===== src/rtl/pc_sequencer.sv =====
// Registered program counter with stall, halt/resume and single-level interrupt entry/return.
// Latency: a redirect presented in cycle N appears on pc after the next rising edge; pc_plus_4 is combinational.
// Backpressure: stall freezes pc/epc/in_isr/state; only irq is still latched into the pending flag.
//
// Ports:
//   clk, rst_n          clock (rising edge), asynchronous active-low reset
//   stall               hold all state this cycle (irq still latched)
//   branch, ext18       taken conditional branch, sign-extended pre-shifted offset
//   jmp, target         absolute jump, target field (word index)
//   jr, rs_data         jump to register value (low two bits forced to zero)
//   halt, resume        enter / leave the HALTED state
//   irq, eret           interrupt request pulse, return from interrupt
//   pc, pc_plus_4       fetch address and link value
//   epc, in_isr, halted saved return address, servicing flag, HALTED indicator
module pc_sequencer #(
   parameter int unsigned       PC_W         = 32,
   parameter int unsigned       TARGET_W     = 26,
   parameter logic [PC_W-1:0]   RESET_VECTOR = '0,
   parameter logic [PC_W-1:0]   EXC_VECTOR   = PC_W'(32'h0000_0080)
) (
   input  logic                clk,
   input  logic                rst_n,
   input  logic                stall,
   input  logic                branch,
   input  logic [PC_W-1:0]     ext18,
   input  logic                jmp,
   input  logic [TARGET_W-1:0] target,
   input  logic                jr,
   input  logic [PC_W-1:0]     rs_data,
   input  logic                halt,
   input  logic                resume,
   input  logic                irq,
   input  logic                eret,
   output logic [PC_W-1:0]     pc,
   output logic [PC_W-1:0]     pc_plus_4,
   output logic [PC_W-1:0]     epc,
   output logic                in_isr,
   output logic                halted
);

   typedef enum logic {
      ST_RUN    = 1'b0,
      ST_HALTED = 1'b1
   } state_t;

   // Bits of pc_plus_4 kept by an absolute jump (region bits above target+2).
   // Collapses to zero when the target field spans the whole PC.
   localparam logic [PC_W-1:0] JMP_HI_MASK = ~((PC_W'(1) << (TARGET_W + 2)) - PC_W'(1));

   state_t          state_q, state_d;
   logic [PC_W-1:0] pc_q, pc_d;
   logic [PC_W-1:0] epc_q, epc_d;
   logic            in_isr_q, in_isr_d;
   logic            irq_pending_q, irq_pending_d;

   logic [PC_W-1:0] pc_inc;
   logic [PC_W-1:0] jr_next;
   logic [PC_W-1:0] jmp_next;
   logic [PC_W-1:0] seq_next;
   logic            take_irq;

   assign pc_inc   = pc_q + PC_W'(4);
   assign jr_next  = {rs_data[PC_W-1:2], 2'b00};
   assign jmp_next = (pc_inc & JMP_HI_MASK) | (PC_W'(target) << 2);

   // Candidate next PC when running unstalled and no interrupt/eret applies.
   always_comb begin
      seq_next = pc_inc;
      if (branch) begin
         seq_next = pc_inc + ext18;
      end else if (jr) begin
         seq_next = jr_next;
      end else if (jmp) begin
         seq_next = jmp_next;
      end
   end

   // An irq arriving this very cycle counts as pending; no nesting while in_isr.
   assign take_irq = (irq_pending_q | irq) & ~in_isr_q;

   always_comb begin
      state_d       = state_q;
      pc_d          = pc_q;
      epc_d         = epc_q;
      in_isr_d      = in_isr_q;
      irq_pending_d = irq_pending_q | irq;

      if (!stall) begin
         case (state_q)
            ST_RUN: begin
               if (take_irq) begin
                  pc_d          = EXC_VECTOR;
                  epc_d         = seq_next;
                  in_isr_d      = 1'b1;
                  irq_pending_d = 1'b0;
               end else if (eret && in_isr_q) begin
                  pc_d     = epc_q;
                  in_isr_d = 1'b0;
               end else if (halt) begin
                  pc_d    = seq_next;
                  state_d = ST_HALTED;
               end else begin
                  pc_d = seq_next;
               end
            end
            ST_HALTED: begin
               // Interrupt wins over resume; the halted PC becomes the return address.
               if (take_irq) begin
                  pc_d          = EXC_VECTOR;
                  epc_d         = pc_q;
                  in_isr_d      = 1'b1;
                  irq_pending_d = 1'b0;
                  state_d       = ST_RUN;
               end else if (resume) begin
                  state_d = ST_RUN;
               end
            end
            default: state_d = ST_RUN;
         endcase
      end
   end

   always_ff @(posedge clk or negedge rst_n) begin
      if (!rst_n) begin
         state_q       <= ST_RUN;
         pc_q          <= RESET_VECTOR;
         epc_q         <= '0;
         in_isr_q      <= 1'b0;
         irq_pending_q <= 1'b0;
      end else begin
         state_q       <= state_d;
         pc_q          <= pc_d;
         epc_q         <= epc_d;
         in_isr_q      <= in_isr_d;
         irq_pending_q <= irq_pending_d;
      end
   end

   assign pc        = pc_q;
   assign pc_plus_4 = pc_inc;
   assign epc       = epc_q;
   assign in_isr    = in_isr_q;
   assign halted    = (state_q == ST_HALTED);

endmodule


===== config.mk =====
export PLATFORM = sky130hd
export DESIGN_NAME = pc_sequencer
export DESIGN_NICKNAME = d
export VERILOG_FILES = /design/src/rtl/pc_sequencer.sv
export SDC_FILE = /design/constraint.sdc
export NUM_CORES = 1
export LEC_CHECK = 0
export CORE_MARGIN = 2
export CORE_UTILIZATION = 52
export DETAILED_ROUTE_END_ITERATION = 16
export PLACE_DENSITY = 0.95
export SKIP_CTS_REPAIR_TIMING = 1
export SLEW_MARGIN = 20
export SYNTH_ARGS = -nofsm -noshare
export SYNTH_HDL_FRONTEND = slang
export SYNTH_SLANG_ARGS = --single-unit

===== constraint.sdc =====
create_clock -name clk -period 10.85 [get_ports clk]
set_input_delay 1.6275 -clock clk [delete_from_list [all_inputs] [get_ports clk]]
set_output_delay 1.6275 -clock clk [all_outputs]
set_load 0.01 [all_outputs]

==> results_dict.tcl, run 1 <==
set metrics [dict create \
    core_area_mm2 0.0119 \
    cp.arrival_ps 3430 \
    synth-edff-count 0 \
    vias 7368 \
    worst_slew_pin_slew_ps 1100 \
    io_buffers 195 \
    yosysUniqueCellTypes 69 \
    critPathKind "reg2out" \
    clk_latency_ps 330 \
    design.die.area_mm2 0.0130 \
    place_congestion 0.996 \
    grt_pass1_wl_mm 36.1 \
    avgSynthCellArea_um2 7.85 \
    status "complete, no violations" \
    cts_max_level 3 \
    hold_start "epc[4]" \
    synthTopCellsByArea "dfrtp_1 (27%), o21ai_0 (9.1%), ha_1 (7.3%), a21oi_1 (6.3%), nand2_1 (5.5%)" \
    drive_above_1_share_pct 4.65 \
    antenna_left 0 \
    p_per_area_mw_per_mm2 271 \
    rows 40 \
    clk_pin_slew_ps 50 \
    crit_path_cell_trace "nand3_1 -> nor4_1 -> nand4_1 -> xnor2_1 -> clkdlybuf4s50_1" \
    fmax_mhz 198 \
    fin_total_pwr_w 0.00232 \
    dpl.hpwl_mm 17.4 \
    crit_buf_inv 1 \
    setup.worst_path.start_class "flop" \
    syn_nets 942 \
    cts.path.max_buffers 2 \
    vdd_ir_drop_max_v 0.000270 \
    clock_sinks 67 \
    grt_remaining_overflow 0 \
    drtPass1Iterations 5 \
    cts_tree "done" \
    hold_path_class "reg2reg" \
    rsz0062_at_grt "no" \
    drv_slew 0 \
    post-route-min-period_ps 5060 \
    maxCapViolCount 0 \
    yosysTopAreaCell "dfrtp_1" \
    drt_wl_total_mm 23.7 \
    period_share_pct 46.6 \
    setup-violations-final 0 \
    grt_pass1_vias 6761 \
    ys.flop_type "dfrtp_1" \
    drt-initial-drc-count 827 \
    antenna_found_initial 0 \
    ys_async_sr_fraction_pct 100 \
    synth_seq_cells 67 \
    worst_slew_margin_rel_pct 26.6 \
    synth.top_cell.area_share_pct 26.6 \
    worst_slack_ps 5790 \
    dp_worst_setup_slack_ps 5840 \
    r2r_start "pc[4]" \
    cpMaxStageDelayCell "nor4_1" \
    cp-end-kind "primary output" \
    vias_per_cell 6.61 \
    cp_data_required_time_ps 9220 \
    reg2reg_setup_slack_ps 5950 \
    areaGrowthSynthToFinish_pct 35.7 \
    layout.nets 1100 \
    yosysWarnings 0 \
    cp_max_fo 10 \
    slowest_delay_ps 820 \
    syn-instance-count 804 \
    synth_seq_area_share_pct 26.6 \
    rr_worst_depth 13 \
    grt.total_usage_pct 35.3 \
    die_height_um 114 \
    synth_area_mm2 0.00631 \
    cellLeakagePower_nw 3.68 \
    whs_ps 513 \
    min_path_cells 2 \
    numCtsBuffers 9 \
    die_w_um 114 \
    drc 0 \
    final_util_pct 71.9 \
    worst_clock_skew_ps 7.37 \
    antenna_cells 0 \
    whs_endpoint "epc[4]" \
    wire_per_inst_um 21.3 \
    r2r-end "pc[30]" \
    path_delay_family "simple AND/OR/NAND/NOR gates" \
    initial_core_util_pct 53.0 \
    root_buffer "clkbuf_16" \
    ios 198 \
    finalHoldViolations 0 \
    fin_setup_tns_ps 0 \
    grt_max_degree 68 \
]
[cell type report]
class	instances	area (um2)
well taps	147	184
inverters	13	48.8
clock inverters	5	100
flip-flops and latches	67	1680
fillers	898	3350
clock buffers	11	243
multi-input cells	668	4310
repair buffers	203	2000
[routing by layer]
layer	wire, um	up-vias	part of all wire [%]	track usage [%]
li1	-	3280	-	-
met3	2630	57	11	4.66
met1	9360	3493	39	49.0
met5	0	-	0	0
met2	11100	538	47	57.5
met4	600	0	2.5	10.7
[cell usage after synthesis (all sizes together) (2+ instances only)]
cell type,number
a211oi,5
a21boi,3
a21o,17
a21oi,79
a22o,2
a31oi,8
a32oi,15
and2,4
and3,19
and4,12
buf,8
clkbuf,47
clkinv,3
dfrtp,67
ha,37
inv,10
mux2,3
mux2i,28
nand2,93
nand2b,5
nand3,19
nand4,14
nor2,52
nor3,14
nor4,8
nor4b,3
o211a,3
o211ai,15
o21a,10
o21ai,118
o21bai,5
o22ai,3
or3,3
xnor2,29
xor2,24
[metrics by stage]
step,std cells,area [um2]
after floorplan,804,6310
after global placement,1098,8220
after detailed placement,1098,8220
after CTS,1114,8560
after global routing,1114,8560
final,1114,8560
[worst reg2reg max path: cells and delay by family, from the launching register on]
family / cells / cell delay (ps)
AOI/OAI and AO/OA: 3 / 680
DFF: 1 / 580
and+or+nand+nor: 8 / 2700
xor gates and xnor gates: 1 / 430
adders and majority gates: 1 / 410
[cells by family after synthesis]
kind of cell,synth area share [%]
AO/OA/AOI/OAI,28.4
AND/OR/NAND/NOR,19.6
buffers and inverters,5.32
flip-flops,26.6
XOR/XNOR,7.48
adder cells (fa/ha/maj),7.66
multiplexers,4.98
[sequential cells by signal (all words and copies together) (netlist names)]
name,cells
halted,1
irq_pending_q,1
epc,32
pc,32
in_isr,1
[power by group]
part	switching, W	internal [W]	leakage [nW]	total [W]
Clock	0.000105	0.000230	0.169	0.000335
Combinational	0.000803	0.000646	2.66	0.00145
Sequential	0.000174	0.000359	0.850	0.000534
Total	0.00108	0.00124	3.68	0.00232
[worst max path at each step]
stage / to / startpoint / slack (ps) / cells past startpoint
after floorplan: pc[30] / ext18[0] / 6830 / 10
after global routing: pc[30] / pc[4] / 5630 / 13
final: pc_plus_4[19] / pc[4] / 5790 / 5
after detailed placement: epc[9] / jmp / 5840 / 7
after global placement: epc[13] / jmp / 5940 / 6
after CTS: pc_plus_4[19] / pc[4] / 5850 / 5
[placed cells by master, fill, tap and decap left out, drive strengths merged, types with 5 or more instances in the layout]
cell | synthesis | final
o21bai | 5 | 5
a21o | 17 | 17
inv | 10 | 11
xor2 | 24 | 24
nand2b | 5 | 5
a31oi | 8 | 8
a211oi | 5 | 5
xnor2 | 29 | 29
mux2i | 28 | 28
buf | 8 | 10
ha | 37 | 37
o21ai | 118 | 118
o21a | 10 | 10
and4 | 12 | 12
nand3 | 19 | 19
nand4 | 14 | 14
dfrtp | 67 | 67
o211ai | 15 | 15
a21oi | 79 | 79
a32oi | 15 | 15
nor4 | 8 | 8
nand2 | 93 | 93
and3 | 19 | 19
clkdlybuf4s50 | 1 | 193
clkbuf | 47 | 11
nor3 | 14 | 14
nor2 | 52 | 52
Note: power is estimated with default switching activity, not from simulation.
==> run 2: changes to the inputs <==
--- a/config.mk
+++ b/config.mk
@@ -6,9 +6,9 @@
 export NUM_CORES = 1
 export LEC_CHECK = 0
 export CORE_MARGIN = 2
-export CORE_UTILIZATION = 52
+export CORE_UTILIZATION = 48
 export DETAILED_ROUTE_END_ITERATION = 16
-export PLACE_DENSITY = 0.95
+export PLACE_DENSITY = 0.91
 export SKIP_CTS_REPAIR_TIMING = 1
 export SLEW_MARGIN = 20
 export SYNTH_ARGS = -nofsm -noshare
==> constraint.sdc (replaced) <==
create_clock -name clk -period 4.96 [get_ports clk]
set_input_delay 0.744 -clock clk [delete_from_list [all_inputs] [get_ports clk]]
set_output_delay 0.744 -clock clk [all_outputs]
set_load 0.01 [all_outputs]
==> results_dict.tcl, run 2 (synthesis results as in run 1) <==
set metrics [dict create \
    antenna_left 0 \
    root_buffer "clkbuf_16" \
    place_inst 1130 \
    fin_cells 1146 \
    slowest_delay_ps 500 \
    place_congestion 0.981 \
    vias 7182 \
    maxCapViolCount 0 \
    p_per_area_mw_per_mm2 573 \
    die_w_um 119 \
    cellLeakagePower_nw 3.69 \
    clock_sinks 67 \
    reg2reg_setup_slack_ps 260 \
    r2r-end "epc[31]" \
    layout.nets 1107 \
    vias_per_cell 6.27 \
    drc 0 \
    cp.arrival_ps 4880 \
    cp_data_required_time_ps 5140 \
    drtPass1Iterations 6 \
    crit_path_cell_trace "ha_1 -> nand2_1 -> nor4_4 -> nand2_1 -> xnor2_1 -> ha_1 -> a21oi_1 -> o21ai_0 -> o41a_1 -> o311a_1 -> or3_1 -> a31oi_1 -> o21ai_0" \
    drv_slew 0 \
    setup-violations-final 0 \
    cpMaxStageDelayCell "nor4_4" \
    busiest_layer "met2" \
    grt_pass1_wl_mm 37.1 \
    whs_endpoint "epc[12]" \
    cts_tree "done" \
    cp-end-kind "flop" \
    wire_per_inst_um 20.6 \
    cts.path.max_buffers 2 \
    status "complete, no violations" \
    worst_slew_margin_rel_pct 31.9 \
    path_delay_family "compound AO/OA/AOI/OAI gates" \
    setup.worst_path.start_class "flop" \
    antenna_cells 0 \
    hold_start "epc[12]" \
    areaGrowthSynthToFinish_pct 36.3 \
    period_share_pct 94.7 \
    grt_remaining_overflow 0 \
    worst_clock_skew_ps 5.35 \
    grt.total_usage_pct 32.7 \
    dpl.hpwl_mm 17.6 \
    r2r_start "pc[3]" \
    grt_pass1_vias 6852 \
    ios 198 \
    clk_pin_slew_ps 60 \
    vdd_ir_drop_max_v 0.000443 \
    cts_max_level 3 \
    drive_above_1_share_pct 5.03 \
    io_buffers 195 \
    hold_path_class "reg2reg" \
    layout_commonest_cell "clkdlybuf4s50_1" \
    fin_total_pwr_w 0.00493 \
    rows 41 \
    rsz0062_at_grt "no" \
    drt_wl_total_mm 23.6 \
    grt_max_degree 68 \
    critPathKind "reg2reg" \
    fin_setup_tns_ps 0 \
    whs_ps 510 \
    post-route-min-period_ps 4700 \
    initial_core_util_pct 49.6 \
    antenna_found_initial 0 \
    core_area_mm2 0.0127 \
    clk_latency_ps 330 \
    worst_slew_pin_slew_ps 1020 \
    numCtsBuffers 9 \
    min_path_cells 2 \
    rr_worst_depth 13 \
    use_met2_pct 51.1 \
    cp_max_fo 8 \
    finalHoldViolations 0 \
    drt-initial-drc-count 718 \
    gr-usage-met1_pct 44.6 \
    fmax_mhz 213 \
    die_height_um 119 \
    final_cell_mix "clkdlybuf4s50_1 (194), o21ai_0 (114), nand2_1 (93), a21oi_1 (79), dfrtp_1 (67)" \
    design.die.area_mm2 0.0141 \
    grt_util_met3_pct 7.58 \
    crit_buf_inv 0 \
]
run 2: metrics by stage:
step	setup slack, ps	util [%]	instance area (um2)
6_report	262	67.6	8600
5_1_grt	33.4	67.6	8600
4_1_cts	416	67.6	8600
3_5_place_dp	442	65.3	8310
3_3_place_gp	550	65.3	8310
2_1_floorplan	980	-	6310
run 2: layer usage:
layer	vias to the layer above	wire, um
met2	448	10700
li1	3294	-
met5	-	0
met3	71	2520
met4	0	611
met1	3369	9830
run 2: area by class of cell:
| cell class | instances | area (um2) |
|---|---|---|
| Tap cell | 172 | 215 |
| Inverter | 13 | 48.8 |
| Fill cell | 1019 | 4120 |
| Timing Repair Buffer | 210 | 2060 |
| Clock inverter | 1 | 5.00 |
| Multi-Input combinational cell | 668 | 4310 |
| Sequential cell | 67 | 1680 |
| Clock buffer | 15 | 288 |
run 2: tightest hold or removal path, cell delays in order (launching register included):
cell	delay (ps)
dfrtp_1	350
nand2_1	50
o21ai_0	70
run 2: where the power goes:
| part | internal (W) | switching [W] | total [W] |
|---|---|---|---|
| clock | 0.000392 | 0.000219 | 0.000611 |
| combinational | 0.00142 | 0.00175 | 0.00317 |
| sequential | 0.000786 | 0.000359 | 0.00115 |
run 2: worst max path at each step:
stage | start | to | slack [ps] | depth (start not counted)
after floorplan | pc[4] | pc[30] | 980 | 15
after global placement | pc[3] | epc[31] | 550 | 13
after detailed placement | pc[3] | epc[31] | 440 | 13
after CTS | pc[3] | epc[31] | 420 | 13
after global routing | pc[3] | epc[31] | 30 | 13
final | pc[3] | epc[31] | 260 | 13
==> run 3: changes to the inputs <==
--- a/config.mk
+++ b/config.mk
@@ -8,6 +8,7 @@
 export CORE_MARGIN = 2
 export CORE_UTILIZATION = 48
 export DETAILED_ROUTE_END_ITERATION = 16
+export GPL_ROUTABILITY_DRIVEN = 0
 export PLACE_DENSITY = 0.91
 export SKIP_CTS_REPAIR_TIMING = 1
 export SLEW_MARGIN = 20
==> results_dict.tcl, run 3 (synthesis results as in run 1) <==
set metrics [dict create \
    p_int_w 0.00256 \
    rows 41 \
    route.met3.wl_mm 2.57 \
    setup.worst_path.start_class "flop" \
    antenna_found_initial 0 \
    areaGrowthSynthToFinish_pct 36.0 \
    drtPass1Iterations 6 \
    root_buffer "clkbuf_16" \
    clkPwrFrac_pct 11.7 \
    slowest_delay_ps 480 \
    worst_slew_margin_rel_pct 50.6 \
    period_share_pct 92.0 \
    fin_cells 1145 \
    setup-violations-final 0 \
    wl_met2_mm 10.9 \
    layout_commonest_cell "clkdlybuf4s50_1" \
    drc 0 \
    final_util_pct 67.4 \
    grt_pass1_wl_mm 36.7 \
    die_height_um 119 \
    final_cell_mix "clkdlybuf4s50_1 (194), o21ai_0 (114), nand2_1 (93), a21oi_1 (79), dfrtp_1 (67)" \
    io_buffers 195 \
    fmax_mhz 219 \
    design.die.area_mm2 0.0141 \
    crit_buf_inv 0 \
    fin_setup_tns_ps 0 \
    post-route-min-period_ps 4570 \
    topRoutingLayerUsed "met4" \
    grt_max_degree 53 \
    vias 7316 \
    antenna_left 0 \
    cts.path.max_buffers 2 \
    layout.nets 1107 \
    cts_tree "done" \
    finalHoldViolations 0 \
    initial_core_util_pct 49.6 \
    status "complete, no violations" \
    cp.arrival_ps 4750 \
    whs_ps 354 \
    cellLeakagePower_nw 3.68 \
    sw_frac_of_total_pct 47.5 \
    cp_max_fo 8 \
    p_per_area_mw_per_mm2 568 \
    antenna_cells 0 \
    core_area_mm2 0.0127 \
    worst_clock_skew_ps 6.22 \
    place_inst 1130 \
    maxCapViolCount 0 \
    p_comb_share_pct 64.7 \
    critPathKind "reg2reg" \
    grt_remaining_overflow 0 \
    drt_wl_total_mm 23.2 \
    power_frac_seq_pct 23.6 \
    cp-end-kind "flop" \
    vdd_ir_drop_max_v 0.000344 \
    cts_max_level 3 \
    worst_slew_pin_slew_ps 733 \
    clk_pin_slew_ps 60 \
    ios 198 \
    cp_data_required_time_ps 5140 \
    clk_latency_ps 330 \
    drt-initial-drc-count 1034 \
    crit_path_cell_trace "ha_1 -> nand2_1 -> nor4_4 -> nand2_1 -> xnor2_2 -> ha_1 -> a21oi_1 -> o21ai_0 -> o41a_1 -> o311a_1 -> or3_1 -> a31oi_1 -> o21ai_0" \
    cpMaxStageDelayCell "nor4_4" \
    path_delay_family "compound AO/OA/AOI/OAI gates" \
    clock_sinks 67 \
    numCtsBuffers 9 \
    fillCellCount 1007 \
    vias_per_cell 6.39 \
    die_w_um 119 \
    drv_slew 0 \
    wire_per_inst_um 20.2 \
    drive_above_1_share_pct 5.04 \
    grt.total_usage_pct 32.2 \
    hold_path_class "in2async" \
    dpl.hpwl_mm 17.1 \
    wl_met1_mm 9.08 \
    grt_pass1_vias 6846 \
    switching_power_w 0.00231 \
    rsz0062_at_grt "no" \
]
[run 3: layout make-up]
cell class	instances	area (um2)	area share [%]
clock inverters	3	15.0	0.175
inverters	13	48.8	0.569
well taps	172	215	2.51
flip-flops and latches	67	1680	19.5
multi-input cells	668	4320	50.3
repair buffers	210	2060	24.0
clock buffers	12	246	2.87
[run 3: through the flow]
step	setup WS, ps	power [W]	instance area, um2
2_1_floorplan	980	0.00286	6310
3_3_place_gp	614	0.00412	8310
3_5_place_dp	483	0.00418	8310
4_1_cts	452	0.00479	8570
5_1_grt	34.9	0.00517	8580
6_report	395	0.00487	8580
[run 3: power by group through the flow]
stage	registers, W	clock network (W)	logic [W]
5_1_grt	0.00118	0.000595	0.00339
2_1_floorplan	0.00112	0	0.00174
3_5_place_dp	0.00113	0	0.00305
3_3_place_gp	0.00111	0	0.00300
4_1_cts	0.00113	0.000569	0.00309
6_report	0.00115	0.000569	0.00315
[run 3: final timing paths]
kind	from	end	slack, ps	cells past startpoint
max	pc[2]	epc[31]	390	13
min reg2reg	epc[3]	epc[3]	510	2
min	rst_n	epc[0]	350	1
min in group clk	epc[3]	epc[3]	510	2
max in group asynchronous	rst_n	pc[21]	3610	2
max reg2reg	pc[2]	epc[31]	390	13
[run 3: routing by layer]
metal  up-vias  global-route usage, %
li1       3285                      -
met1      3461                   43.5
met2       500                   51.8
met3        70                   6.47
met4         0                   9.82
met5         -                      0
==> variant 1: new RTL, config.mk and constraints of run 3 <==
Change the parameter `TARGET_W` from 26 to 52.
--- a/src/rtl/pc_sequencer.sv
+++ b/src/rtl/pc_sequencer.sv
@@ -14,7 +14,7 @@
 //   epc, in_isr, halted saved return address, servicing flag, HALTED indicator
 module pc_sequencer #(
    parameter int unsigned       PC_W         = 32,
-   parameter int unsigned       TARGET_W     = 26,
+   parameter int unsigned       TARGET_W     = 52,
    parameter logic [PC_W-1:0]   RESET_VECTOR = '0,
    parameter logic [PC_W-1:0]   EXC_VECTOR   = PC_W'(32'h0000_0080)
 ) (
Interface: changed (resized target); port bits go from 198 to 224. No check against the original RTL was run, so the function may have changed too.
==> variant 1 against run 3 <==
- clock skew is 0.0054 ns higher
- non-clock buffer count is 1 higher
- sequential power is 3% lower
- power is 2.1% higher
- die area is 1.5% lower
- routed wire length is 0.32% higher
- synthesized area is 1.5% lower
- sequential cell count stayed put
- sequential share of layout area is 0.12 points lower
- worst setup slack worse by 0.21 ns
- cell area is 0.61% higher
- fmax is 4.4% lower
- largest cell class unchanged
- largest power group unchanged
==> variant 1: results (changes against run 3) <==
- Largest net degree at the start of global routing: 68 (+28%)
- DRT met1 WL: 9229 um (+1.7%)
- Vias in the first global route: 6,937 (+1.3%)
- Sw frac: 46.66% (-0.85 points)
- CP max-delay cell: or3_1
- Post-synthesis compound-gate area fraction: 27.71% (-0.69 points)
- Clk_lat worst skew: 0.35 ns (+0.02 ns)
- First-pass GRT wire length: 36,690 um (about the same)
- Iteration-0 DRC Markers: 904 (-13%)
- Final nets: 1,130 (+2.1%)
- Total number of vias: 7,229 (-1.2%)
- Slowest Stage Delay on Critical Path: 0.53 ns (+0.05 ns)
- WP data arrival: 5.01 ns (+0.26 ns)
- IO Port Bufs: 199 (+2.1%)
- Pre-antenna DRT Iters: 5 (-1)
- Top post-synthesis cells by count: 97 x o21ai_0, 87 x nand2_1, 77 x a21oi_1
- Post-synthesis mux area share: 6.162% (+1.2 points)
- Outcome: finished clean
- Gate power share: 64.5% (-0.2 points)
- Comb. pwr: 3.21 mW (+2%)
- Worst Path Max Fanout: 6 (-2)
- Synth top area cells: dfrtp_1 27%, o21ai_0 7.8%, ha_1 7.5%
- Worst vdd ir: 356.0 uV (+3.6%)
- R2R cell count: 14 (+1)
- Synth Net Count: 957 (+1.6%)
- XOR/XNOR Fraction of Synth Area: 7.874% (+0.40 points)
- GRT Total Usage: 33.18% (+0.98 points)
- Register area share after synthesis: 26.98% (+0.41 points)
- Multi-input gate area in the final layout: 0.004325 sq mm (+0.23%)
## variant 1: area by class of cell
| class | count | area share (%) |
|---|---|---|
| multi-input combinational | 665 | 50.12 |
| timing repair buffer | 211 | 23.95 |
| sequential | 67 | 19.43 |
| clock buffer | 9 | 2.610 |
| tap | 172 | 2.494 |
| clock inverter | 7 | 0.8699 |
| inverter | 12 | 0.5220 |
## variant 1: metrics by stage
stage	worst slack, ns	cells
after detailed placement	0.2381	1127
after CTS	0.2209	1143
after floorplan	0.6719	793
after global placement	0.3140	1127
after global routing	0.06069	1143
final	0.1834	1143
## variant 1: path summary, 6_finish.rpt
check	endpoint	slack [ns]	startpoint
worst max-delay path	epc[31]	0.18	pc[3]
worst min-delay path	epc[15]	0.51	epc[15]
worst max register to register	epc[31]	0.18	pc[3]
worst min register to register	epc[15]	0.51	epc[15]
max in group asynchronous	epc[8]	3.78	rst_n
min in group asynchronous	epc[26]	0.61	rst_n
==> variant 2: new RTL, settings of run 3 <==
Without the edit above. Register the inputs `target` and `irq` before use, without a reset. The logic sees them one clock later. The other inputs are not delayed to match. Comments in the files are not updated.
--- a/src/rtl/pc_sequencer.sv
+++ b/src/rtl/pc_sequencer.sv
@@ -47,6 +47,14 @@
    // Collapses to zero when the target field spans the whole PC.
    localparam logic [PC_W-1:0] JMP_HI_MASK = ~((PC_W'(1) << (TARGET_W + 2)) - PC_W'(1));
 
+   logic [TARGET_W-1:0] target_q;
+   logic irq_q;
+
+   always_ff @(posedge clk) begin
+      target_q <= target;
+      irq_q    <= irq;
+   end
+
    state_t          state_q, state_d;
    logic [PC_W-1:0] pc_q, pc_d;
    logic [PC_W-1:0] epc_q, epc_d;
@@ -61,7 +69,7 @@
 
    assign pc_inc   = pc_q + PC_W'(4);
    assign jr_next  = {rs_data[PC_W-1:2], 2'b00};
-   assign jmp_next = (pc_inc & JMP_HI_MASK) | (PC_W'(target) << 2);
+   assign jmp_next = (pc_inc & JMP_HI_MASK) | (PC_W'(target_q) << 2);
 
    // Candidate next PC when running unstalled and no interrupt/eret applies.
    always_comb begin
@@ -76,14 +84,14 @@
    end
 
    // An irq arriving this very cycle counts as pending; no nesting while in_isr.
-   assign take_irq = (irq_pending_q | irq) & ~in_isr_q;
+   assign take_irq = (irq_pending_q | irq_q) & ~in_isr_q;
 
    always_comb begin
       state_d       = state_q;
       pc_d          = pc_q;
       epc_d         = epc_q;
       in_isr_d      = in_isr_q;
-      irq_pending_d = irq_pending_q | irq;
+      irq_pending_d = irq_pending_q | irq_q;
 
       if (!stall) begin
          case (state_q)
Check against the original RTL: not equivalent (Yosys sat finds a counterexample within 4 cycles, from zero or initial values and one cycle with rst_n low).
==> variant 2 against run 3 <==
- sequential share of layout area rose by 4.2 points
- worst setup slack got worse by 0.11 ns
- final cell count rose by 5.9%
- cell area rose by 8.8%
- hold slack got worse by 0.086 ns
- synthesized area rose by 12%
- routed wire length rose by 5.8%
- power rose by 8.0%
- sequential cell count rose by 27
- sequential power rose by 17%
- core utilization fell by 3.0 points
==> variant 2: results (changes against run 3) <==
- Outcome: finished clean
- Worst vdd ir: 283.0 uV (-18%)
- Synth Net Count: 1,006 (+6.8%)
- Post-Synth Adder-Cell Area: 6.834% (-0.82 points)
- Top post-synthesis cells by count: 92 x nand2_1, 84 x a21oi_1, 67 x dfrtp_1
- Register area share after synthesis: 31.37% (+4.8 points)
- Layout Skew: 0.009682 ns (+0.003465 ns)
- Logic inverters: 16 (+3)
- Via density: 6.283 (-1.7%)
- Slowest Stage Delay on Critical Path: 0.59 ns (+0.11 ns)
- Multi-input gate area in the final layout: 0.004524 sq mm (+4.8%)
- Pre-CTS WS: 0.4492 ns (-0.03383 ns)
- Largest net degree at the start of global routing: 60 (+13%)
- XOR/XNOR Fraction of Synth Area: 5.772% (-1.7 points)
- R2R cell count: 12 (-1)
- Worst slew pin tran: 1.078 ns (+0.3456 ns)
- Met3 WL: 2459 um (-4.5%)
- Initial antenna violation count: 1 (+1)
- NonClk Buf Share: 21.55% (-2.5 points)
- Synth top area cells: dfrtp_1 24%, dfxtp_1 7.6%, ha_1 6.6%
- First-pass GRT wire length: 38,030 um (+3.7%)
- Synthesized area per cell: 8.141 sq um (+3.8%)
- CLK BUF: 11 (-1)
- Hold WS: 0.2680 ns (-0.08608 ns)
- Post-Layout Inst Area: 0.009334 sq mm (+8.8%)
[variant 2: cell count changes after synthesis, sizes merged, moves of 6 or more]
cell           run 3  this run
a211oi             5        19
and4              12         4
buf                8        26
nor2              52        62
clkbuf            47        37
inv               10        16
mux2               3         9
dfxtp              0        27
o21ai            118       102
[variant 2: how the worst max path moves through the flow]
stage               start       to  slack, ns  depth (start not counted)
finish              pc[6]   pc[29]       0.28                         12
detailed placement  pc[6]   pc[29]       0.45                         12
floorplan           pc[2]   pc[29]       1.14                         13
global placement    pc[2]   pc[29]       0.59                         13
CTS                 pc[6]   pc[29]       0.43                         12
global route        pc[4]  epc[29]       0.09                         12
[variant 2: power by group]
| group | leakage (nW) | switching, mW | total (mW) | internal [mW] |
|---|---|---|---|---|
| clock | 0.137 | 0.334 | 0.694 | 0.360 |
| combinational | 2.72 | 1.78 | 3.23 | 1.45 |
| sequential | 1.08 | 0.332 | 1.34 | 1.01 |
